**config.mk**
```make
export PLATFORM = sky130hd
export DESIGN_NAME = lfsr_range_gen
export DESIGN_NICKNAME = d
export VERILOG_FILES = /design/src/rtl/lfsr_range_gen.sv
export SDC_FILE = /design/constraint.sdc
export NUM_CORES = 1
export LEC_CHECK = 0
export BUFFER_PORTS_ARGS = -buffer_cell sky130_fd_sc_hd__buf_2
export CORE_ASPECT_RATIO = 1.5
export CORE_MARGIN = 3
export CORE_UTILIZATION = 45
export DETAILED_ROUTE_END_ITERATION = 8
export GPL_ROUTABILITY_DRIVEN = 0
export GPL_TIMING_DRIVEN = 0
export MAX_ROUTING_LAYER = met4
export PLACE_DENSITY_LB_ADDON = 0.12
export SLEW_MARGIN = 20
export SYNTH_ARGS = -nofsm -noshare
export SYNTH_HDL_FRONTEND = slang
export SYNTH_SLANG_ARGS = --single-unit
```
**constraint.sdc**
```tcl
create_clock -name clk -period 3.2 [get_ports clk]
set_clock_uncertainty 0.05 [all_clocks]
set_input_delay 0.16 -clock clk [delete_from_list [all_inputs] [get_ports clk]]
set_output_delay 0.16 -clock clk [all_outputs]
set_load 0.02 [all_outputs]
```
**src/rtl/lfsr_range_gen.sv**
```systemverilog
// XNOR Fibonacci LFSR random source with seed load, multi-step advance and a sequential
// shift-subtract reducer (state mod range). Define LFSR_STATS_EN to add the draw_count port.
module lfsr_range_gen #(
  parameter int unsigned      WIDTH = 16,
  parameter logic [WIDTH-1:0] TAPS  = 16'hB400,
  parameter int unsigned      OUT_W = 7,
  parameter int unsigned      STEPS = 1
) (
  input  logic             clk,
  input  logic             reset,
  input  logic             enable,
  input  logic             seed_load,
  input  logic [WIDTH-1:0] seed,
  input  logic             req,
  input  logic [OUT_W-1:0] range,
  output logic             busy,
  output logic             valid,
  output logic [OUT_W-1:0] number,
`ifdef LFSR_STATS_EN
  output logic [31:0]      draw_count,
`endif
  output logic [WIDTH-1:0] state_out
);

  localparam int unsigned CntW = $clog2(WIDTH);

  typedef enum logic [1:0] {StIdle, StDiv, StDone} state_e;

  state_e            state_q, state_d;
  logic [WIDTH-1:0]  lfsr_q, lfsr_d, lfsr_step;
  logic [WIDTH-1:0]  snap_q, snap_d;
  logic [OUT_W-1:0]  mod_q, mod_d;
  logic [OUT_W:0]    rem_q, rem_d;
  logic [CntW-1:0]   cnt_q, cnt_d;
  logic [OUT_W-1:0]  number_q, number_d;
  logic              valid_q, valid_d;
  logic [OUT_W+1:0]  trial, mod_ext;

  // LFSR: seed_load beats enable; the all-ones lockup seed is replaced by zero.
  always_comb begin
    lfsr_step = lfsr_q;
    for (int unsigned i = 0; i < STEPS; i++) begin
      lfsr_step = {lfsr_step[WIDTH-2:0], ~^(lfsr_step & TAPS)};
    end
    lfsr_d = lfsr_q;
    if (seed_load) begin
      lfsr_d = (&seed) ? '0 : seed;
    end else if (enable) begin
      lfsr_d = lfsr_step;
    end
  end

  assign trial   = {rem_q, snap_q[cnt_q]};
  assign mod_ext = {2'b00, mod_q};

  always_comb begin
    state_d  = state_q;
    snap_d   = snap_q;
    mod_d    = mod_q;
    rem_d    = rem_q;
    cnt_d    = cnt_q;
    number_d = number_q;
    valid_d  = 1'b0;
    unique case (state_q)
      StIdle: begin
        if (req) begin
          snap_d = lfsr_q;
          mod_d  = range;
          if (range == '0) begin
            state_d = StDone;
          end else begin
            rem_d   = '0;
            cnt_d   = CntW'(WIDTH - 1);
            state_d = StDiv;
          end
        end
      end
      StDiv: begin
        if (trial >= mod_ext) begin
          rem_d = OUT_W'(trial - mod_ext);
        end else begin
          rem_d = trial[OUT_W:0];
        end
        if (cnt_q == '0) begin
          state_d = StDone;
        end else begin
          cnt_d = cnt_q - 1'b1;
        end
      end
      StDone: begin
        number_d = (mod_q == '0) ? snap_q[OUT_W-1:0] : rem_q[OUT_W-1:0];
        valid_d  = 1'b1;
        state_d  = StIdle;
      end
      default: state_d = StIdle;
    endcase
  end

  always_ff @(posedge clk or posedge reset) begin
    if (reset) begin
      state_q  <= StIdle;
      lfsr_q   <= '0;
      snap_q   <= '0;
      mod_q    <= '0;
      rem_q    <= '0;
      cnt_q    <= '0;
      number_q <= '0;
      valid_q  <= 1'b0;
    end else begin
      state_q  <= state_d;
      lfsr_q   <= lfsr_d;
      snap_q   <= snap_d;
      mod_q    <= mod_d;
      rem_q    <= rem_d;
      cnt_q    <= cnt_d;
      number_q <= number_d;
      valid_q  <= valid_d;
    end
  end

`ifdef LFSR_STATS_EN
  logic [31:0] draw_count_q;

  // Counts alongside valid_q, wrapping naturally at 2^32.
  always_ff @(posedge clk or posedge reset) begin
    if (reset) begin
      draw_count_q <= '0;
    end else if (valid_d) begin
      draw_count_q <= draw_count_q + 32'd1;
    end
  end

  assign draw_count = draw_count_q;
`endif

  assign busy      = (state_q != StIdle);
  assign valid     = valid_q;
  assign number    = number_q;
  assign state_out = lfsr_q;

endmodule
```
Word level (Yosys, flattened, before mapping):

Index checks and enable logic that the tools add are counted.

* flip-flop bits (word level): 61
* logic and storage cells: 50

* add/subtract/negate cells: 2
* order comparisons: 2
* equality and inequality tests: 6
* mux-type cells: 19
* reductions and logical operators: 13

Operators by type and width (count)
* 16-bit 2-to-1 mux: 3
* 8-bit 2-to-1 mux: 3
* 8-bit case mux with 2 select lines: 1
* 16-bit AND reduction: 1
* 16-bit XNOR reduction: 1
* 7-bit zero test: 2
* 4-bit 2-to-1 mux: 3
* 9-bit by 7-bit greater-or-equal comparator with 1-bit output: 1
* 2-bit inequality test, second input constant: 4
* 4-bit case mux with 2 select lines: 1
* 7-bit 2-to-1 mux: 1
* 7-bit subtractor: 1
* 2-bit 2-to-1 mux: 3
* 2-bit nonzero test: 3
* 4-bit by 5-bit < comparator with 1-bit output, second input constant: 1
* 1-bit binary-select mux with 4-bit select: 1
* 4-bit zero test: 1
* 2-bit case mux with 2 select lines: 1
* 2-bit AND reduction: 2
* 4-bit AND reduction: 1
* 4-bit by 1-bit subtractor with 4-bit output, second input constant: 1
* 3-bit AND reduction: 1
* 2-bit by 1-bit == test with 1-bit output, second input constant: 1
* 2-bit == test, second input constant: 1
* 2 further kinds: 3

Depth between registers and ports, before layout:

Gate-level depths: netlist of the first run.

* word-level depth: 5
* gate-level depth with buffers: 12

Worst setup path after synthesis of the first run:

No wires, ideal clock.

* path type: flip-flop to flip-flop
* from: reg cnt_q[0]
* to: reg rem_q[2]
* arrival time: 2662 ps
* required time: 3024 ps
* setup slack: 362 ps
* stages on the path, launching flop included: 13
* path buffers: 2
* cell sequence: dfrtp_1 > buf_2 > mux4_2 > mux2i_1 > nor2_1 > a21oi_1 > ha_1 > and2b_1 > o21ai_2 > a2111oi_4 > or2_1 > buf_6 > a221o_1

* cells in the longest elaborated chain, start to end: 5
* elaborated cells between the ends (all ways): 6

RTL lines
* start, declared: line 34 `logic [CntW-1:0] cnt_q, cnt_d;`
* start signal, assigned: line 115 `cnt_q <= cnt_d;`
* 1-bit binary-select mux with 4-bit select (*): line 53 `assign trial = {rem_q, snap_q[cnt_q]};`
* 1-bit 2-to-1 mux (not written as such) (*): line 53
* 9-bit by 7-bit greater-or-equal comparator with 1-bit output or 7-bit subtractor (tied branches): line 79, 80
* 8-bit 2-to-1 mux (*): line 79 `if (trial >= mod_ext) begin`
* 8-bit case mux with 2 select lines (*): line 64 `unique case (state_q)`
* end signal, assigned: line 114 `rem_q <= rem_d;`
* end, declared: line 33 `logic [OUT_W:0] rem_q, rem_d;`

Every way passes the cells marked *; elsewhere a longest branch is shown, timed or not. The select of a mux whose other input is x is not followed.
A chain may end at the register's enable or synchronous reset.

Worst setup path after layout of the first run:

Ends and elaborated chain as after synthesis.

==> results.ini, run 1 <==
[outcome]
status=finished, final reports clean

[synth]
synth.cell_area_um2=3250
ys_types=47
avgSynthCellArea_um2=10.5
ys_top_cells_by_area=dfrtp_1 47%, mux2i_1 7.7%, mux2_2 5.9%, o21ai_0 5.5%, nand2_1 5.4%
synth_flop_cell=dfrtp_1
seq_area_frac_synth_pct=46.9
synth_edf_count=0
ys_warn_count=0
synthArstFlopShare_pct=100
synth_top_area_cell=dfrtp_1
yosysTopAreaCellShare_pct=46.9
synthesis.nets=348
ys_seq_elements=61
syn_inst=311

[setup_path]
timing.rr.start=cnt_q[0]
startpoint=cnt_q[0]
crit_path_end_kind=flop
critical_path_buf_inv_count=2
critical_path.max_stage_delay_ns=0.53
cp_top_family=compound AO/OA/AOI/OAI gates
cp_max_fo=9
start_kind=flop
cpMaxStageDelayCell=mux4_2
cp_cell_sequence=buf_4, mux4_2, mux2i_1, nor2_1, a21oi_2, ha_1, and2b_1, o21ai_2, a2111oi_4, or2_1, buf_6, a221o_1
critical_path_class=reg -> reg
worst_ep_arrival_time_ns=3.16
cp_data_required_time_ns=3.38

[cells_and_area]
antennaDiodeCount=0
drive_above_1_share_pct=26.6
mostFrequentLayoutCells=61 x dfrtp_1, 56 x buf_2, 47 x nand2_1, 36 x o21ai_0, 25 x mux2i_1
finalNetCount=427
post-route-util_pct=57.6
layout_commonest_cell=dfrtp_1
area_growth_pct=22.9

[power]
combPwrFrac_pct=50.0
p_leak_uw=0.00190
p_int_uw=2300
switching_share_pct=40.2
p_switching_uw=1550
ir_drop_mv=0.417
p_seq_share_pct=33.0
power.density_cell_area_nw_per_um2=963
p_clk_share_pct=17.0

[clocking]
cts-root-buf=clkbuf_8
cts_tree=done
post_cts_buffers=0
htree_levels=3
cts_sinks=61
cts_made_buffers=9
cts.path.max_buffers=2
clkTransAtPathRegs_ns=0.07
worst_skew_pair.late_latency_ns=0.34

[timing]
rsz0062_at_grt=false
slew_headroom_pct=61.3
final-hold-violation-count=0
period_needed_ns=2.98
period_share_pct=93.1
setup_tns_ns=0
worst_pin_slew_ns=0.573
fmax_mhz=336
setup_viol=0
slew_viol_final=0

[placed_design]
port_buffers=51
dp_hpwl_um=5760

[route]
drc_errors=0
ant_nets=0
vias_per_cell=5.55
route.final.wire_length_um=7660
wl_per_cell_um=16.2
dr.first_iter.drc_count=98
vias=2627
drt_first_pass_iters=4

[die]
rows=37
die_area_um2=8300
ios=53
start_util_pct=46.8
die_x_um=75.4
die_y_um=110
core_area_um2=6940

[grt]
grt_usage_pct=21.8
grt_overflow=0
antenna_found_initial=0
grt_first_pass_wirelength_um=13200
grt_pass1_vias=2716
grt_max_degree=50

[hold_path]
min_path_type=in -> reg
worstHoldStart=seed[10]

[run]
maxCapViolations=0

## metal layers
metal / track usage [%] / vias to the layer above / wire [µm]
li1: - / 1281 / -
met1: 24.5 / 1293 / 2960
met2: 38.1 / 43 / 4370
met3: 4.72 / 10 / 221
met4: 7.12 / 0 / 106
met5: - / - / 0
## tightest hold or removal path, delay by kind of cell
kind	cells	cell delay, ns
buffers and inverters	1	0.09
AO/OA/AOI/OAI	1	0.07
AND/OR/NAND/NOR	1	0.06
## cells by family (layout without fill, tap and decap cells)
| group | after synthesis | count (layout) | synth area share (%) |
|---|---|---|---|
| AND/OR/NAND/NOR | 90 | 90 | 13.0 |
| AO/OA/AOI/OAI | 68 | 68 | 14.4 |
| flip-flops | 61 | 61 | 46.9 |
| multiplexers | 46 | 46 | 16.4 |
| buffers and inverters | 31 | 115 | 4.04 |
| adder cells (fa/ha/maj) | 9 | 9 | 3.69 |
| XOR/XNOR | 6 | 6 | 1.62 |
## through the flow
| stage | cells | hold slack (ns) | total power (µW) | setup WS (ns) | cell area, µm² |
|---|---|---|---|---|---|
| 2_1_floorplan | 311 | 0.219 | 2710 | 0.362 | 3250 |
| 3_3_place_gp | 440 | 0.333 | 3150 | 0.0814 | 3600 |
| 3_5_place_dp | 441 | 0.0425 | 3180 | 0.0805 | 3630 |
| 4_1_cts | 473 | 0.000564 | 3860 | 0.0613 | 3990 |
| 5_1_grt | 473 | 0.0109 | 4180 | 0.00831 | 4000 |
| 6_report | 473 | 0.0202 | 3850 | 0.220 | 4000 |
## synth_stat cells (2+ instances only)
library cell,number
dfrtp_1,61
nand2_1,47
o21ai_0,36
mux2i_1,25
mux2_2,17
inv_1,16
nor2_1,12
ha_1,8
clkbuf_1,7
a21oi_1,6
buf_2,6
o211ai_1,6
nand2b_1,5
nand4_1,5
xnor2_1,5
mux4_2,4
a211oi_1,3
nor3_1,3
nor4_1,3
a2111oi_4,2
and2_1,2
nor2b_1,2
o2111ai_1,2
o21a_1,2
o21ai_2,2
o221ai_1,2
or3_1,2
## state kept, by name (all words and copies together), names as in the netlist
name       cells
mod_q          7
number         7
cnt_q          4
snap_q        16
valid          1
state_q        2
rem_q          8
state_out     16
## power groups by stage
stage	logic [µW]	clock network (µW)	registers, µW
floorplan	1430	0	1270
finish	1920	654	1270
CTS	1920	670	1280
global placement	1860	0	1280
global route	2150	707	1310
detailed placement	1890	0	1290
## layout make-up
cell class / instances / area (µm²)
Fill cell: 608 / 2950
Multi-Input combinational cell: 219 / 1600
Sequential cell: 61 / 1530
Timing Repair Buffer: 68 / 443
Clock buffer: 13 / 179
Tap cell: 78 / 97.6
Buffer: 15 / 73.8
Inverter: 16 / 62.6
Clock inverter: 3 / 17.5
## timing repair
item | 4_1_cts | 5_1_grt
hold endpoints to repair | 76 | 0
gates resized for setup | 0 | 3
setup endpoints to repair | 0 | 5
hold buffers | 16 | 0
## worst paths after layout
path                                  to  slack [ns]  cells past startpoint
setup / recovery                rem_q[2]        0.22                     12
hold / removal             state_out[10]        0.02                      3
setup reg to reg                rem_q[2]        0.22                     12
hold reg to reg                number[0]        0.43                      2
max in group asynchronous       mod_q[1]        2.37                      4
min in group asynchronous       rem_q[3]        0.24                      3
Power figures use the tool's default switching activity.
==> inputs of run 2 (changes only) <==
Settings changed: ABC_AREA set to 1.
==> results.ini, run 2 <==
[clocking]
holdBufCountCts=1  ; -15
htree_levels=3  ; unchanged
cts.path.max_buffers=2  ; unchanged
cts_tree=done
cts-root-buf=clkbuf_8
clkTransAtPathRegs_ns=0.06  ; about the same
worst_skew_pair.late_latency_ns=0.35  ; about the same
post_cts_buffers=0  ; unchanged
cts_sinks=61  ; unchanged
cts_made_buffers=9  ; unchanged
cts_resized=0  ; unchanged

[setup_path]
cpMaxStageDelayCell=dfrtp_1
r2r_slack_ns=0.74  ; +0.52 ns
cp_max_fo=6  ; -3
critical_path.max_stage_delay_ns=0.45  ; -0.08 ns
crit_path_end_kind=flop
worst_ep_arrival_time_ns=2.70  ; -0.46 ns
cp_top_family=simple AND/OR/NAND/NOR gates
r2r_cells=17  ; +5
critical_path_class=reg -> reg
critical_path_depth=17  ; +5
critical_path_buf_inv_count=2  ; unchanged
crit-reg2reg-capture=rem_q[6]
startpoint=cnt_q[1]
cp_cell_sequence=inv_1, nor2_1, o21ai_0, nand3_1, nand3_1, nand2_1, inv_1, ha_1, fa_1, nand3b_1, nand2_1, nand2_1, nand2_1, nand2_1, nand3_1, nand3_1, nand2_1
cpMostUsedCell=nand2_1
start_kind=flop
timing.rr.start=cnt_q[1]
cp_data_required_time_ns=3.44  ; +0.06 ns
endpoint=rem_q[6]

[grt]
grt_usage_pct=21.3  ; -0.57 points
grt_max_degree=38  ; -24%
antenna_found_initial=0  ; unchanged
use_met1_pct=20.6  ; -3.9 points
grt_busiest_layer=met2
grt_use_met3_pct=5.86  ; +1.1 points
grt_first_pass_wirelength_um=14000  ; +6.7%
grt_overflow=0  ; unchanged
use_met2_pct=38.5  ; +0.46 points
grt_pass1_vias=3218  ; +18%

[route]
drt_first_pass_iters=4  ; unchanged
ant_nets=0  ; unchanged
vias=3067  ; +17%
dr.first_iter.drc_count=116  ; +18%
route.final.wire_length_um=8000  ; +4.5%
drc_errors=0  ; unchanged
wl_per_cell_um=13.0  ; -19%
vias_per_cell=5.00  ; -10%

[cells_and_area]
finalNetCount=546  ; +28%
post-route-util_pct=54.4  ; -3.2 points
area_growth_pct=17.2
drive_above_1_share_pct=17.5  ; -9.1 points
antennaDiodeCount=0  ; unchanged
layout_commonest_cell=nand2_1
mostFrequentLayoutCells=114 x nand2_1, 61 x dfrtp_1, 60 x inv_1, 57 x buf_2, 54 x o21ai_0

[placed_design]
dp_hpwl_um=6370  ; +10%
port_buffers=50  ; -2.0%

[timing]
setup_viol=0  ; unchanged
period_needed_ns=2.46  ; -0.515 ns
setup_tns_ns=0  ; unchanged
whs_ns=0.0214  ; +0.00117 ns
rsz0062_at_grt=false
fmax_mhz=406  ; +21%
slew_headroom_pct=70.1  ; +8.8 points
final-hold-violation-count=0  ; unchanged
worst_pin_slew_ns=0.449  ; -0.124 ns
period_share_pct=77.0  ; -16 points
slew_viol_final=0  ; unchanged

[synth]
seq_area_frac_synth_pct=45.2  ; -1.7 points
ys_warn_count=0  ; unchanged
ys_top_cells_by_area=dfrtp_1 45%, nand2_1 13%, o21ai_0 8.0%, nand3_1 7.1%, inv_1 6.8%
syn_inst=446  ; +43%
avgSynthCellArea_um2=7.57  ; -28%
synth_flop_cell=dfrtp_1
ys_seq_elements=61  ; unchanged
synth.cell_area_um2=3370  ; +3.8%
yosysTopAreaCellShare_pct=45.2  ; -1.7 points
synthArstFlopShare_pct=100  ; unchanged
yosysMostFrequentCell=nand2_1
synth_top_area_cell=dfrtp_1
ys_types=33  ; -30%
synthesis.nets=483  ; +39%
synth_edf_count=0  ; unchanged
yosys-top-cells-count=114 x nand2_1, 61 x dfrtp_1, 61 x inv_1

[die]
rows=38  ; +2.7%
die_y_um=112  ; +1.8%
core_area_um2=7270  ; +4.8%
die_area_um2=8600  ; +3.5%
start_util_pct=46.4  ; -0.44 points
die_x_um=76.7  ; +1.7%
ios=53  ; unchanged

[power]
power.density_cell_area_nw_per_um2=942  ; -2.3%
p_leak_uw=0.00207  ; +9.0%
ir_drop_mv=0.425  ; +2.0%

[outcome]
status=finished, final reports clean

[run]
maxCapViolations=0  ; unchanged

[hold_path]
min_path_type=in -> reg

## run 2: final cells by class
| type | count | area, µm² |
|---|---|---|
| Fill cell | 726 | 3320 |
| Multi-Input combinational cell | 306 | 1540 |
| Sequential cell | 61 | 1530 |
| Timing Repair Buffer | 52 | 280 |
| Inverter | 64 | 243 |
| Clock buffer | 15 | 166 |
| Tap cell | 100 | 125 |
| Buffer | 15 | 72.6 |
| Clock inverter | 1 | 5.00 |
## run 2: tightest hold or removal path, stage by stage
cell     delay (ns)
buf_2          0.10
o21ai_0        0.06
a21oi_1        0.06
## run 2: stage by stage
| stage | instances | power (µW) | setup WS, ns | instance area [µm²] |
|---|---|---|---|---|
| floorplan | 446 | 2690 | 0.956 | 3370 |
| CTS | 614 | 3770 | 0.707 | 3950 |
| global route | 614 | 4140 | 0.441 | 3950 |
| detailed placement | 597 | 3140 | 0.722 | 3770 |
| global placement | 596 | 3120 | 0.700 | 3750 |
| finish | 614 | 3720 | 0.735 | 3950 |
## run 2: cells by family after synthesis
logic type	count (synthesis)	synth area share, %
AND/OR/NAND/NOR	200	25.8
buffers and inverters	79	9.27
flip-flops	61	45.2
adder cells (fa/ha/maj)	9	3.56
AO/OA/AOI/OAI	92	14.9
XOR/XNOR	5	1.30
## run 2: metal layers
metal | wire length, µm | up-vias
met1 | 3010 | 1394
met4 | 254 | 0
met3 | 349 | 21
li1 | - | 1577
met2 | 4390 | 75
met5 | 0 | -
## run 2: power by group
part	switching [µW]	total, µW	internal (µW)
Sequential	210	1260	1050
Combinational	1150	1860	706
Clock	286	610	323
## run 2: worst min-delay path by stage
stage              from       endpoint  depth (start not counted)  slack, ns
2_1_floorplan   seed[1]   state_out[1]                          2       0.26
3_3_place_gp   seed[10]  state_out[10]                          3       0.38
3_5_place_dp      reset       mod_q[1]                          2       0.11
4_1_cts        seed[10]  state_out[10]                          3      0.006
5_1_grt        seed[11]  state_out[11]                          3       0.01
6_report       seed[10]  state_out[10]                          3       0.02
==> inputs of run 3 (changes only) <==
Clock period 3.2 ns to 2.6 ns, I/O delays scaled along.
==> results.ini, run 3 (same netlist as run 2, synthesis figures left out) <==
[outcome]
status=finished with violations
violations=negative hold slack

[placed_design]
dp.cells=597  ; unchanged
port_buffers=50  ; unchanged
dp_hpwl_um=6370  ; unchanged
placed_cell_area_um2=3770  ; unchanged

[timing]
fmax_mhz=417  ; +2.7%
period_share_pct=92.3  ; +15 points
final-hold-violation-count=1  ; +1
rsz0062_at_grt=false
setup_viol=0  ; unchanged
slew_headroom_pct=70.4  ; +0.30 points
setup_tns_ns=0  ; unchanged
slew_viol_final=0  ; unchanged
whs_ns=-0.00625  ; -0.0276 ns
period_needed_ns=2.40  ; -0.0658 ns
worst_pin_slew_ns=0.444  ; -0.00457 ns

[grt]
grt_overflow=0  ; unchanged
antenna_found_initial=0  ; unchanged
grt_max_degree=38  ; unchanged
grt_first_pass_wirelength_um=14300  ; +1.8%
grt_usage_pct=21.6  ; +0.37 points
grt_pass1_vias=3304  ; +2.7%

[setup_path]
critical_path_class=reg -> reg
cp_data_required_time_ns=2.80  ; -0.64 ns
start_kind=flop
cp_max_fo=5  ; -1
crit_path_end_kind=flop
worst_ep_arrival_time_ns=2.60  ; -0.10 ns

[clocking]
cts-root-buf=clkbuf_8
clkTransAtPathRegs_ns=0.06  ; about the same
post_cts_buffers=0  ; unchanged
cts_sinks=61  ; unchanged
worst_skew_pair.late_latency_ns=0.35  ; about the same
htree_levels=3  ; unchanged
cts_made_buffers=9  ; unchanged
cts_tree=done
cts.path.max_buffers=2  ; unchanged

[die]
die_y_um=112  ; unchanged
core_area_um2=7270  ; unchanged
ios=53  ; unchanged
die_area_um2=8600  ; unchanged
die_x_um=76.7  ; unchanged
rows=38  ; unchanged
start_util_pct=46.4  ; unchanged

[cells_and_area]
drive_above_1_share_pct=18.0  ; +0.52 points
post-route-util_pct=56.3  ; +1.9 points
layout_commonest_cell=nand2_1
mostFrequentLayoutCells=114 x nand2_1, 59 x inv_1, 59 x dfrtp_1, 57 x buf_2, 53 x o21ai_0
antennaDiodeCount=0  ; unchanged
finalNetCount=559  ; +2.4%
multi_input_area_um2=1540  ; +0.16%
regArea_um2=1530  ; +0.16%
fin_cells=627  ; +2.1%
area_growth_pct=21.3
fin_area_um2=4090  ; +3.5%
fillCellCount=705  ; -2.9%

[power]
power.density_cell_area_nw_per_um2=1140  ; +21%
ir_drop_mv=0.530  ; +25%
p_leak_uw=0.00212  ; +2.5%

[hold_path]
min_path_type=in -> reg

[route]
dr.first_iter.drc_count=134  ; +16%
vias=3117  ; +1.6%
wl_per_cell_um=13.2  ; +0.94%
ant_nets=0  ; unchanged
drc_errors=0  ; unchanged
vias_per_cell=4.97  ; -0.48%
drt_first_pass_iters=4  ; unchanged
route.final.wire_length_um=8250  ; +3.1%

[run]
maxCapViolations=0  ; unchanged

-- run 3: final timing paths --
kind	start	end	slack (ns)	cells past startpoint
max	cnt_q[0]	rem_q[6]	0.20	16
min	seed[14]	state_out[14]	-0.006	3
max reg2reg	cnt_q[0]	rem_q[6]	0.20	16
min reg2reg	snap_q[7]	snap_q[7]	0.43	2
max in group asynchronous	reset	cnt_q[1]	1.74	4
min in group asynchronous	reset	mod_q[1]	0.26	3
-- run 3: final cells by class --
class                   count  share of cell area [%]
plain buffers              15                    1.93
clock buffers              15                    4.07
clock inverters             1                   0.122
inverters                  64                    5.99
multi-input cells         306                    37.6
flip-flops and latches     61                    37.4
well taps                 100                    3.06
repair buffers             65                    9.91
-- run 3: where the power goes --
group | internal, µW | total, µW | switching, µW
clock | 398 | 754 | 356
combinational | 902 | 2330 | 1430
sequential | 1290 | 1560 | 268
-- run 3: through the flow --
step	worst slack [ns]	power, µW
after floorplan	0.356	3310
after global placement	0.119	3830
after detailed placement	0.122	3870
after CTS	0.107	4660
after global routing	0.00218	5150
final	0.201	4650
-- run 3: per-layer routing --
metal / up-vias / global-route usage [%] / wire length (µm)
li1: 1603 / - / -
met1: 1416 / 20.5 / 3050
met2: 73 / 39.9 / 4560
met3: 25 / 5.78 / 333
met4: 0 / 10.3 / 298
met5: - / - / 0
-- run 3: critical path, stage by stage, from the launching register on --
cell and delay (ns):
dfrtp_2 0.44, buf_2 0.18, nand2_1 0.07, nand3_1 0.09, nand3_1 0.09, nand3_1 0.10
nand2_1 0.08, inv_1 0.04, ha_1 0.19, fa_2 0.35, nand3b_1 0.16, nand2_1 0.11
nand2_1 0.07, nand3_1 0.07, nand3_1 0.08, nand3_1 0.07, nand2_1 0.05
-- run 3: repair_timing --
item | in CTS | in global routing
resized for setup | 0 | 9
setup endpoints to repair | 0 | 7
hold buffers | 13 | 0
endpoints found under the hold margin | 36 | 0
